## src/rtl/jtcps1_pkg.sv

```systemverilog
// Shared definitions for the CPS1 object-table DMA.
// Holds the DMA FSM encoding, the table end marker and the object size.
package jtcps1_pkg;

    typedef enum logic [2:0] {
        ST_IDLE = 3'd0,
        ST_REQ  = 3'd1,
        ST_READ = 3'd2,
        ST_WAIT = 3'd3,
        ST_DONE = 3'd4
    } obj_dma_st_e;

    localparam logic [7:0] OBJ_END_MARK = 8'hFF;
    localparam int         OBJ_SIZE     = 4;

endpackage

```

## src/rtl/jtcps1_obj_dma_ctl.sv

```systemverilog
// Object DMA sequencer: FSM plus busreq/busack arbitration.
// In: clk, rst, cen, lvbl_fall, busack, vram_ok, last.
// Out: busreq, vram_cs, rd_bank, busy, start/word_done strobes.
module jtcps1_obj_dma_ctl
    import jtcps1_pkg::*;
(
    input  logic clk,
    input  logic rst,
    input  logic cen,
    input  logic lvbl_fall,
    input  logic busack,
    input  logic vram_ok,
    input  logic last,
    output logic busreq,
    output logic vram_cs,
    output logic rd_bank,
    output logic busy,
    output logic start,
    output logic word_done
);

    obj_dma_st_e state_q, state_d;
    logic        busreq_q, busreq_d;
    logic        cs_q, cs_d;
    logic        rd_bank_q, rd_bank_d;
    logic        busy_q, busy_d;

    assign start     = cen & (state_q == ST_IDLE) & lvbl_fall;
    // READ never looks at vram_ok, so an ok arriving as cs rises is dropped
    assign word_done = cen & (state_q == ST_WAIT) & busack & vram_ok;

    always_comb begin
        state_d = state_q;
        unique case (state_q)
            ST_IDLE: if (lvbl_fall) state_d = ST_REQ;
            ST_REQ:  if (busack) state_d = ST_READ;
            ST_READ: begin
                if (!busack)   state_d = ST_REQ;
                else if (cs_q) state_d = ST_WAIT;
            end
            ST_WAIT: begin
                if (!busack)      state_d = ST_REQ;
                else if (vram_ok) state_d = last ? ST_DONE : ST_READ;
            end
            ST_DONE: if (!busack) state_d = ST_IDLE;
            default: state_d = ST_IDLE;
        endcase
        busreq_d  = (state_d == ST_REQ) | (state_d == ST_READ)
                  | (state_d == ST_WAIT);
        // the READ cycle right after WAIT is the table write slot:
        // the strobe stays low there and rises the cycle after
        cs_d      = (state_d == ST_WAIT)
                  | ((state_d == ST_READ) & (state_q != ST_WAIT));
        busy_d    = state_d != ST_IDLE;
        rd_bank_d = rd_bank_q
                  ^ ((state_d == ST_DONE) & (state_q != ST_DONE));
    end

    always_ff @(posedge clk or posedge rst) begin
        if (rst) begin
            state_q   <= ST_IDLE;
            busreq_q  <= 1'b0;
            cs_q      <= 1'b0;
            rd_bank_q <= 1'b0;
            busy_q    <= 1'b0;
        end else if (cen) begin
            state_q   <= state_d;
            busreq_q  <= busreq_d;
            cs_q      <= cs_d;
            rd_bank_q <= rd_bank_d;
            busy_q    <= busy_d;
        end
    end

    assign busreq  = busreq_q;
    assign vram_cs = cs_q;
    assign rd_bank = rd_bank_q;
    assign busy    = busy_q;

endmodule

```

## src/rtl/jtcps1_obj_dma.sv

```systemverilog
// CPS1 object-table DMA: copies the VRAM sprite table into a
// double-buffered object table each vertical blank.
// Ports: clk/rst/cen, LVBL, obj_base, busreq/busack, vram_*, tbl_*,
// rd_bank, busy. Option: JTCPS1_OBJDMA_EARLYEND_EN ends at an FFxx attr.
module jtcps1_obj_dma
    import jtcps1_pkg::*;
#(
    parameter int WORDS = 1024,
    parameter int TAW   = 10
)(
    input  logic           clk,
    input  logic           rst,
    input  logic           cen,
    input  logic           LVBL,
    input  logic [15:0]    obj_base,
    output logic           busreq,
    input  logic           busack,
    output logic           vram_cs,
    output logic [16:0]    vram_addr,
    input  logic [15:0]    vram_data,
    input  logic           vram_ok,
    output logic           tbl_we,
    output logic [TAW:0]   tbl_addr,
    output logic [15:0]    tbl_din,
    output logic           rd_bank,
    output logic           busy
);

    logic           lvbl_q, lvbl_d;
    logic           fall_q, fall_d;
    logic [16:0]    base_q, base_d;
    logic [TAW:0]   cnt_q, cnt_d;
    logic           wbank_q, wbank_d;
    logic           tbl_we_q, tbl_we_d;
    logic [TAW:0]   tbl_addr_q, tbl_addr_d;
    logic [15:0]    tbl_din_q, tbl_din_d;
    logic           start, word_done, last, last_word;
    logic           unused_base;

    assign unused_base = ^obj_base[15:10];
    assign last_word   = cnt_q == (TAW+1)'(WORDS-1);

`ifdef JTCPS1_OBJDMA_EARLYEND_EN
    logic ext_q, ext_d, mark_hit;
    assign mark_hit = (cnt_q[1:0] == 2'(OBJ_SIZE-1))
                    & (vram_data[15:8] == OBJ_END_MARK);
    assign last     = last_word | mark_hit;
`else
    assign last     = last_word;
`endif

    jtcps1_obj_dma_ctl u_ctl (
        .clk       (clk),
        .rst       (rst),
        .cen       (cen),
        .lvbl_fall (fall_q),
        .busack    (busack),
        .vram_ok   (vram_ok),
        .last      (last),
        .busreq    (busreq),
        .vram_cs   (vram_cs),
        .rd_bank   (rd_bank),
        .busy      (busy),
        .start     (start),
        .word_done (word_done)
    );

    always_comb begin
        lvbl_d     = LVBL;
        fall_d     = lvbl_q & ~LVBL;
        base_d     = base_q;
        cnt_d      = cnt_q;
        wbank_d    = wbank_q;
        tbl_we_d   = 1'b0;
        tbl_addr_d = tbl_addr_q;
        tbl_din_d  = tbl_din_q;
        if (start) begin
            base_d  = {obj_base[9:0], 7'd0};
            cnt_d   = '0;
            // the bank being filled is fixed for the whole frame
            wbank_d = ~rd_bank;
        end
        if (word_done) begin
            cnt_d      = cnt_q + (TAW+1)'(1);
            tbl_we_d   = 1'b1;
            tbl_din_d  = vram_data;
            tbl_addr_d = {wbank_q, cnt_q[TAW-1:0]};
        end
`ifdef JTCPS1_OBJDMA_EARLYEND_EN
        ext_d = 1'b0;
        if (word_done) begin
            ext_d = mark_hit & (cnt_d != (TAW+1)'(WORDS));
        end else if (ext_q) begin
            // terminate the list: stale entries past it must not render
            tbl_we_d   = 1'b1;
            tbl_din_d  = {OBJ_END_MARK, 8'h00};
            tbl_addr_d = {wbank_q,
                          cnt_q[TAW-1:0] + TAW'(OBJ_SIZE-1)};
        end
`endif
    end

    always_ff @(posedge clk or posedge rst) begin
        if (rst) begin
            lvbl_q     <= 1'b1;
            fall_q     <= 1'b0;
            base_q     <= '0;
            cnt_q      <= '0;
            wbank_q    <= 1'b1;
            tbl_we_q   <= 1'b0;
            tbl_addr_q <= '0;
            tbl_din_q  <= '0;
        end else if (cen) begin
            lvbl_q     <= lvbl_d;
            fall_q     <= fall_d;
            base_q     <= base_d;
            cnt_q      <= cnt_d;
            wbank_q    <= wbank_d;
            tbl_we_q   <= tbl_we_d;
            tbl_addr_q <= tbl_addr_d;
            tbl_din_q  <= tbl_din_d;
        end
    end

`ifdef JTCPS1_OBJDMA_EARLYEND_EN
    always_ff @(posedge clk or posedge rst) begin
        if (rst)      ext_q <= 1'b0;
        else if (cen) ext_q <= ext_d;
    end
`endif

    assign vram_addr = base_q + 17'(cnt_q);
    assign tbl_we    = tbl_we_q;
    assign tbl_addr  = tbl_addr_q;
    assign tbl_din   = tbl_din_q;

endmodule

```

## config.mk

```make
export PLATFORM = sky130hd
export DESIGN_NAME = jtcps1_obj_dma
export DESIGN_NICKNAME = d
export VERILOG_FILES = /design/src/rtl/jtcps1_pkg.sv /design/src/rtl/jtcps1_obj_dma_ctl.sv /design/src/rtl/jtcps1_obj_dma.sv
export SDC_FILE = /design/constraint.sdc
export NUM_CORES = 1
export LEC_CHECK = 0
export ABC_AREA = 1
export BUFFER_PORTS_ARGS = -buffer_cell sky130_fd_sc_hd__buf_4
export CORE_UTILIZATION = 30
export CTS_CLUSTER_DIAMETER = 50
export DETAILED_ROUTE_END_ITERATION = 10
export GPL_ROUTABILITY_DRIVEN = 0
export SLEW_MARGIN = 20
export SYNTH_ARGS = -nofsm -noshare
export SYNTH_HDL_FRONTEND = slang
export SYNTH_SLANG_ARGS = --single-unit
```

## constraint.sdc

```tcl
create_clock -name clk -period 1.6 [get_ports clk]
set_input_delay 0.16 -clock clk [delete_from_list [all_inputs] [get_ports clk]]
set_output_delay 0.16 -clock clk [all_outputs]
set_load 0.05 [all_outputs]
```

==> results of run 1 <==
-- timing repair --
action                                  4_1_cts  5_1_grt
pin swaps                                    10        4
buffers inserted                              3        4
endpoints found under the setup margin        9       13
hold endpoints to repair                     14        0
gates resized for setup                      22       11
hold buffers                                  1        0
-- logic make-up (layout without fill, tap and decap cells) --
group,Yosys count,after routing,synth area share (%)
AO/OA/AOI/OAI,35,35,6.582
XOR/XNOR,13,13,3.967
adder cells (fa/ha/maj),6,6,2.877
buffers and inverters,46,162,7.890
flip-flops,59,59,51.53
AND/OR/NAND/NOR,185,185,27.16
-- placed cells by master, fill, tap and decap left out, drive strengths merged, types with 2 or more instances in the layout --
cell type  synthesis  layout
a21oi              7       7
buf               15     115
bufinv             0       3
clkbuf             1      11
clkinv             0       2
dfrtp             57      57
dfstp              2       2
ha                 5       5
inv               30      29
nand2            141     141
nand3             12      12
nand4              5       5
nor2              21      21
nor3               5       5
o21ai             21      21
o22ai              4       4
xnor2              2       2
xor2              11      11
-- state kept, by name, indices dropped and copies added (netlist names), 3 cells and up --
register       count
tbl_din           16
cnt_q             11
tbl_addr          11
base_q            10
u_ctl.state_q      3
-- stage by stage --
step	instance area, um^2	util [%]
6_report	4293	46.46
5_1_grt	4293	46.46
4_1_cts	4233	45.81
3_5_place_dp	3891	42.11
3_3_place_gp	3891	42.11
2_1_floorplan	2995	-
-- tightest hold or removal path, cell delays in order --
cell,delay (ps)
buf_4,70
nand2_1,40
nand2_1,40
-- power groups by stage --
stage | combinational [mW] | sequential (mW) | clock [mW]
final | 2.64 | 2.05 | 1.66
after global routing | 2.81 | 2.09 | 1.79
after CTS | 2.60 | 2.05 | 1.70
after global placement | 2.39 | 2.06 | 0
after floorplan | 1.31 | 2.35 | 0
after detailed placement | 2.41 | 2.06 | 0
-- cell type report --
cell class              instances  area share, %
inverters                      30          2.769
well taps                     129          3.760
flip-flops and latches         59          34.51
multi-input cells             239          31.48
clock inverters                 5          2.332
repair buffers                116          21.86
clock buffers                  11          3.294
-- layer usage --
layer	part of all wire, %	up-vias
met5	0	-
met3	5.4	6
li1	-	1298
met2	50	67
met1	44	1200
met4	1.0	0
-- worst max path at each step --
stage / depth (start not counted) / from / to
detailed placement: 11 / base_q[7] / vram_addr[15]
floorplan: 10 / cnt_q[7] / vram_addr[15]
CTS: 11 / base_q[7] / vram_addr[15]
finish: 11 / base_q[7] / vram_addr[15]
global placement: 11 / cnt_q[7] / vram_addr[15]
global route: 11 / base_q[7] / vram_addr[15]
==> results.json, run 1 <==
{
  "multiInputGateArea_mm2": 0.001351,
  "period_minus_slack_ps": 2235,
  "grt_overflow_total": 0,
  "viasPerCell": 4.365,
  "setup_violations": 9,
  "power_switching_mw": 2.508,
  "cts_tree": "yes",
  "clk_pin_slew_ps": 70,
  "synth_top_area_cell": "dfrtp_1",
  "dp.cells": 568,
  "p_sw_share_pct": 39.49,
  "path_cells": "ha_2 -> inv_2 -> fa_2 -> inv_2 -> nand3_2 -> nand2_2 -> nand2_2 -> nor2_4 -> nand3_2 -> xnor2_4 -> buf_6",
  "regToRegSetupSlack_ps": 140,
  "run_status": "complete, but fails checks",
  "grt_max_degree": 45,
  "worst-path-buf-inv": 3,
  "grt_first_pass_wirelength_um": 11460,
  "clock.fmax_ghz": 0.4474,
  "finalPower_mw": 6.352,
  "synth_area_mm2": 0.002870,
  "critPathKind": "register to output port",
  "netlist_instances": 344,
  "worstReg2RegStart": "cnt_q[1]",
  "core-area_mm2": 0.009240,
  "rr_worst_depth": 10,
  "area_growth_pct": 49.56,
  "ir_drop_uv": 728.9,
  "cts_buffers": 9,
  "tns_ps": -3747,
  "instances_no_fill": 589,
  "p_per_area_mw_per_mm2": 1480,
  "slew_headroom_pct": 75.83,
  "async_flop_share_pct": 100.0,
  "grtUsageMet2_pct": 24.72,
  "period_share_pct": 139.7,
  "hold_path_class": "input port to register",
  "wl_um": 7020,
  "cp.arrival_ps": 2080,
  "synthFlopType": "dfrtp_1",
  "synth_common_cells": "140 x nand2_1, 57 x dfrtp_1, 26 x inv_1",
  "violations": "negative setup slack",
  "grt_use_met1_pct": 18.31,
  "h-tree-depth": 3,
  "worst_slew_pin_slew_ps": 359.7,
  "r2r-end": "u_ctl.busy",
  "report.final.slew_viol_count": 0,
  "synth_area_per_cell_um2": 8.344,
  "crit_fanout": 2,
  "io_buffers": 80,
  "finalWorstSetupSlack_ps": -635.2,
  "required_ps": 1440,
  "slowest_stage": "dfrtp_1",
  "final_nets": 499,
  "dp_hpwl_um": 5071,
  "ant_nets": 0,
  "critical-path-top-delay-family": "adder cells",
  "vias": 2571,
  "ys_ff_latch": 59,
  "die-height_um": 99.82,
  "internal-power_mw": 3.843,
  "grt_use_total_pct": 14.79,
  "comb_power_share_pct": 41.5,
  "synth-seq-area-share_pct": 51.53,
  "skew_ps": 10.42,
  "rsz0062_at_grt": "yes",
  "wire_per_inst_um": 11.92,
  "cpPeakStageDelay_ps": 360,
  "seq_power_share_pct": 32.3,
  "cap_violations": 0,
  "root_buffer": "clkbuf_8",
  "first_pass_iters": 5,
  "ys_types": 31,
  "holdPathStages": 3,
  "drt_iter0_markers": 106,
  "clkPwrFrac_pct": 26.2,
  "io_pins": 87,
  "nFillCells": 911,
  "drive_above_1_share_pct": 38.04,
  "antenna_found_initial": 0,
  "dp_slack_ps": -390.9,
  "drc": 0,
  "p_leak_nw": 2.183,
  "synthTopCellsByArea": "dfrtp_1 50%, nand2_1 18%, inv_1 3.4%, xor2_1 3.4%, o21ai_0 3.3%",
  "synth_nets": 388,
  "hold_slack_ps": 11.67,
  "diodes": 0,
  "regArea_mm2": 0.001481,
  "synth.top_cell.area_share_pct": 49.69,
  "hold_violations": 0,
  "yosysWarnings": 0,
  "synth_most_common_cell": "nand2_1",
  "fp.dieW_um": 99.82,
  "critPathCaptureType": "output port",
  "busiest_layer": "met2",
  "start_util_pct": 31.06,
  "start_kind": "register",
  "clk_latency_ps": 340,
  "grtUsageMet3_pct": 3.830,
  "synth_edf_count": 0,
  "hold_path_end": "tbl_din[8]",
  "clock-sinks": 59,
  "clk_path_buf_depth": 2,
  "row_count": 35,
  "dieArea_mm2": 0.009963,
  "grt_pass1_vias": 2425,
  "hp-start": "vram_data[8]"
}
Power figures use the tool's default switching activity.
==> inputs of run 2 (changes only) <==
--- a/config.mk
+++ b/config.mk
@@ -5,7 +5,7 @@
 export SDC_FILE = /design/constraint.sdc
 export NUM_CORES = 1
 export LEC_CHECK = 0
-export ABC_AREA = 1
+export ABC_AREA = 0
 export BUFFER_PORTS_ARGS = -buffer_cell sky130_fd_sc_hd__buf_4
 export CORE_UTILIZATION = 30
 export CTS_CLUSTER_DIAMETER = 50
==> run 2 against run 1 <==
Compared with the run above:
- maximum frequency is 0.72% higher
- area after synthesis is 3.3% lower
- register-to-register slack worse by 80 ps
- sequential cell count stayed put
- via count is 2.9% lower
- synthesized cell count is 11% lower
- largest power group unchanged
- critical endpoint is now vram_addr[13]
- global-route usage is 0.11 points lower
- power is 6.2% lower
- die area is 3.2% lower
- sequential power is 4% lower
- highest routed layer unchanged
- the flow still finishes with violations (negative setup slack)
==> results.json, run 2 <==
{
  "run_status": "complete, but fails checks",
  "violations": "negative setup slack",
  "synthFlopType": "dfrtp_1",
  "slew_headroom_pct": 70.62,
  "first_pass_iters": 8,
  "synth_area_mm2": 0.002775,
  "ir_drop_uv": 562.0,
  "period_minus_slack_ps": 2219,
  "final_nets": 471,
  "dp.cells": 511,
  "crit_fanout": 3,
  "yosysWarnings": 0,
  "antenna_found_initial": 0,
  "setup_violations": 9,
  "hold_path_class": "input port to register",
  "core-area_mm2": 0.008848,
  "rsz0062_at_grt": "yes",
  "row_count": 34,
  "area_growth_pct": 55.82,
  "p_per_area_mw_per_mm2": 1378,
  "tns_ps": -4350,
  "regToRegSetupSlack_ps": 60,
  "grt_pass1_vias": 2458,
  "async_flop_share_pct": 100.0,
  "dieArea_mm2": 0.009639,
  "critPathLaunch": "base_q[7]",
  "io_pins": 87,
  "cts_buffers": 9,
  "finalPower_mw": 5.957,
  "rr_worst_depth": 4,
  "cap_violations": 0,
  "fp.dieW_um": 98.18,
  "ys_ff_latch": 59,
  "cts_tree": "yes",
  "period_share_pct": 138.7,
  "dp_hpwl_um": 5004,
  "worstReg2RegStart": "u_ctl.state_q[2]",
  "wl_um": 6834,
  "holdPathStages": 3,
  "report.final.slew_viol_count": 0,
  "p_leak_nw": 2.236,
  "vias": 2496,
  "grt_max_degree": 26,
  "die-height_um": 98.18,
  "finalWorstSetupSlack_ps": -619.1,
  "r2r-end": "cnt_q[9]",
  "synth.top_cell.area_share_pct": 51.40,
  "clk_path_buf_depth": 2,
  "hp-start": "vram_data[9]",
  "dp_slack_ps": -340.4,
  "synth_nets": 351,
  "synth_edf_count": 0,
  "instances_no_fill": 540,
  "skew_ps": 7.638,
  "clk_latency_ps": 330,
  "synth_area_per_cell_um2": 9.040,
  "start_util_pct": 31.36,
  "drc": 0,
  "required_ps": 1440,
  "hold_violations": 0,
  "worst_slew_pin_slew_ps": 439.8,
  "drt_iter0_markers": 96,
  "hold_path_end": "tbl_din[9]",
  "clock-sinks": 59,
  "synth-seq-area-share_pct": 53.29,
  "grt_use_total_pct": 14.68,
  "clock.fmax_ghz": 0.4506,
  "largest_reg_flops": 16,
  "synth_common_cells": "119 x nand2_1, 57 x dfrtp_1, 12 x o21ai_0",
  "ant_nets": 0,
  "viasPerCell": 4.622,
  "synth_top_area_cell": "dfrtp_1",
  "diodes": 0,
  "wire_per_inst_um": 12.66,
  "layout_common_cells": "116 x nand2_1, 110 x buf_4, 57 x dfrtp_1, 11 x buf_6",
  "root_buffer": "clkbuf_8",
  "drive_above_1_share_pct": 39.81,
  "synth_most_common_cell": "nand2_1",
  "critPathCaptureType": "output port",
  "grt_overflow_total": 0,
  "grt_first_pass_wirelength_um": 11290,
  "critPathKind": "register to output port",
  "final_common_cell": "nand2_1",
  "cp.arrival_ps": 2060,
  "netlist_instances": 307,
  "clk_pin_slew_ps": 70,
  "io_buffers": 80,
  "synthTopCellsByArea": "dfrtp_1 51%, nand2_1 16%, ha_1 2.3%, o21ai_0 2.2%, buf_4 1.9%",
  "h-tree-depth": 3,
  "ys_types": 42,
  "start_kind": "register"
}
run 2: changes by cell type in the layout (fill, tap and decap cells not counted), moves of 5 or more:
cell | before | now
nor2_1 | 14 | 9
nand2_1 | 134 | 116
dlygate4sd3_1 | 1 | 6
nand2_2 | 6 | 1
buf_4 | 100 | 110
o21ai_0 | 19 | 10
inv_1 | 22 | 8
run 2: final cells by class:
cell class                 instances  area, um^2
inverter                          11       45.04
fill                             870        4524
clock inverter                     5       100.1
clock buffer                      11       141.4
sequential                        59        1479
tap                              108       135.1
multi-input combinational        218        1394
timing repair buffer             128        1030
run 2: worst max-delay path by stage:
stage | to | slack (ps)
6_report | vram_addr[13] | -620
4_1_cts | vram_addr[15] | -670
5_1_grt | vram_addr[13] | -710
3_3_place_gp | vram_addr[13] | -280
3_5_place_dp | vram_addr[13] | -340
2_1_floorplan | vram_addr[13] | -370
run 2: cell families after synthesis:
logic type / count (synthesis) / share of synthesized area (%)
flip-flops: 59 / 53.29
adder cells (fa/ha/maj): 6 / 2.976
AND/OR/NAND/NOR: 160 / 25.65
multiplexers: 3 / 1.127
XOR/XNOR: 10 / 3.156
AO/OA/AOI/OAI: 39 / 8.522
buffers and inverters: 30 / 5.275
run 2: what timing repair did:
item                                   in CTS  in global routing
hold buffers                                6                  0
endpoints found under the hold margin      20                  0
resized for setup                          20                 14
pin swaps                                  13                 13
setup endpoints to repair                   9                 25
setup buffers                               5                  5
run 2: per-stage QoR:
step	area [um^2]	utilization (%)	hold slack, ps
5_1_grt	4324	48.87	9.026
6_report	4324	48.87	13.62
2_1_floorplan	2928	-	258.8
4_1_cts	4252	48.05	0.09107
3_3_place_gp	3834	43.33	195.5
3_5_place_dp	3834	43.33	197.6
run 2: per-layer routing:
metal / part of all wire, % / track usage (%) / up-vias
met5: 0 / 0 / -
met4: 0.85 / 5.855 / 0
met3: 4.0 / 3.364 / 8
met2: 49 / 24.21 / 57
met1: 46 / 18.68 / 1194
li1: - / - / 1237
run 2: report_power, final:
group	leakage (nW)	total, mW	internal (mW)	switching (mW)
logic	1.32	2.34	0.910	1.43
registers	0.789	1.97	1.76	0.208
clock network	0.123	1.64	1.07	0.571
run 2: worst max-delay path, stage by stage, from the launching register on:
cell and delay (ps):
dfrtp_1 390, ha_4 160, inv_2 40, fa_2 360, nor2b_4 140, o21ai_4 100, a21oi_4 210, xor2_4 150
buf_6 170
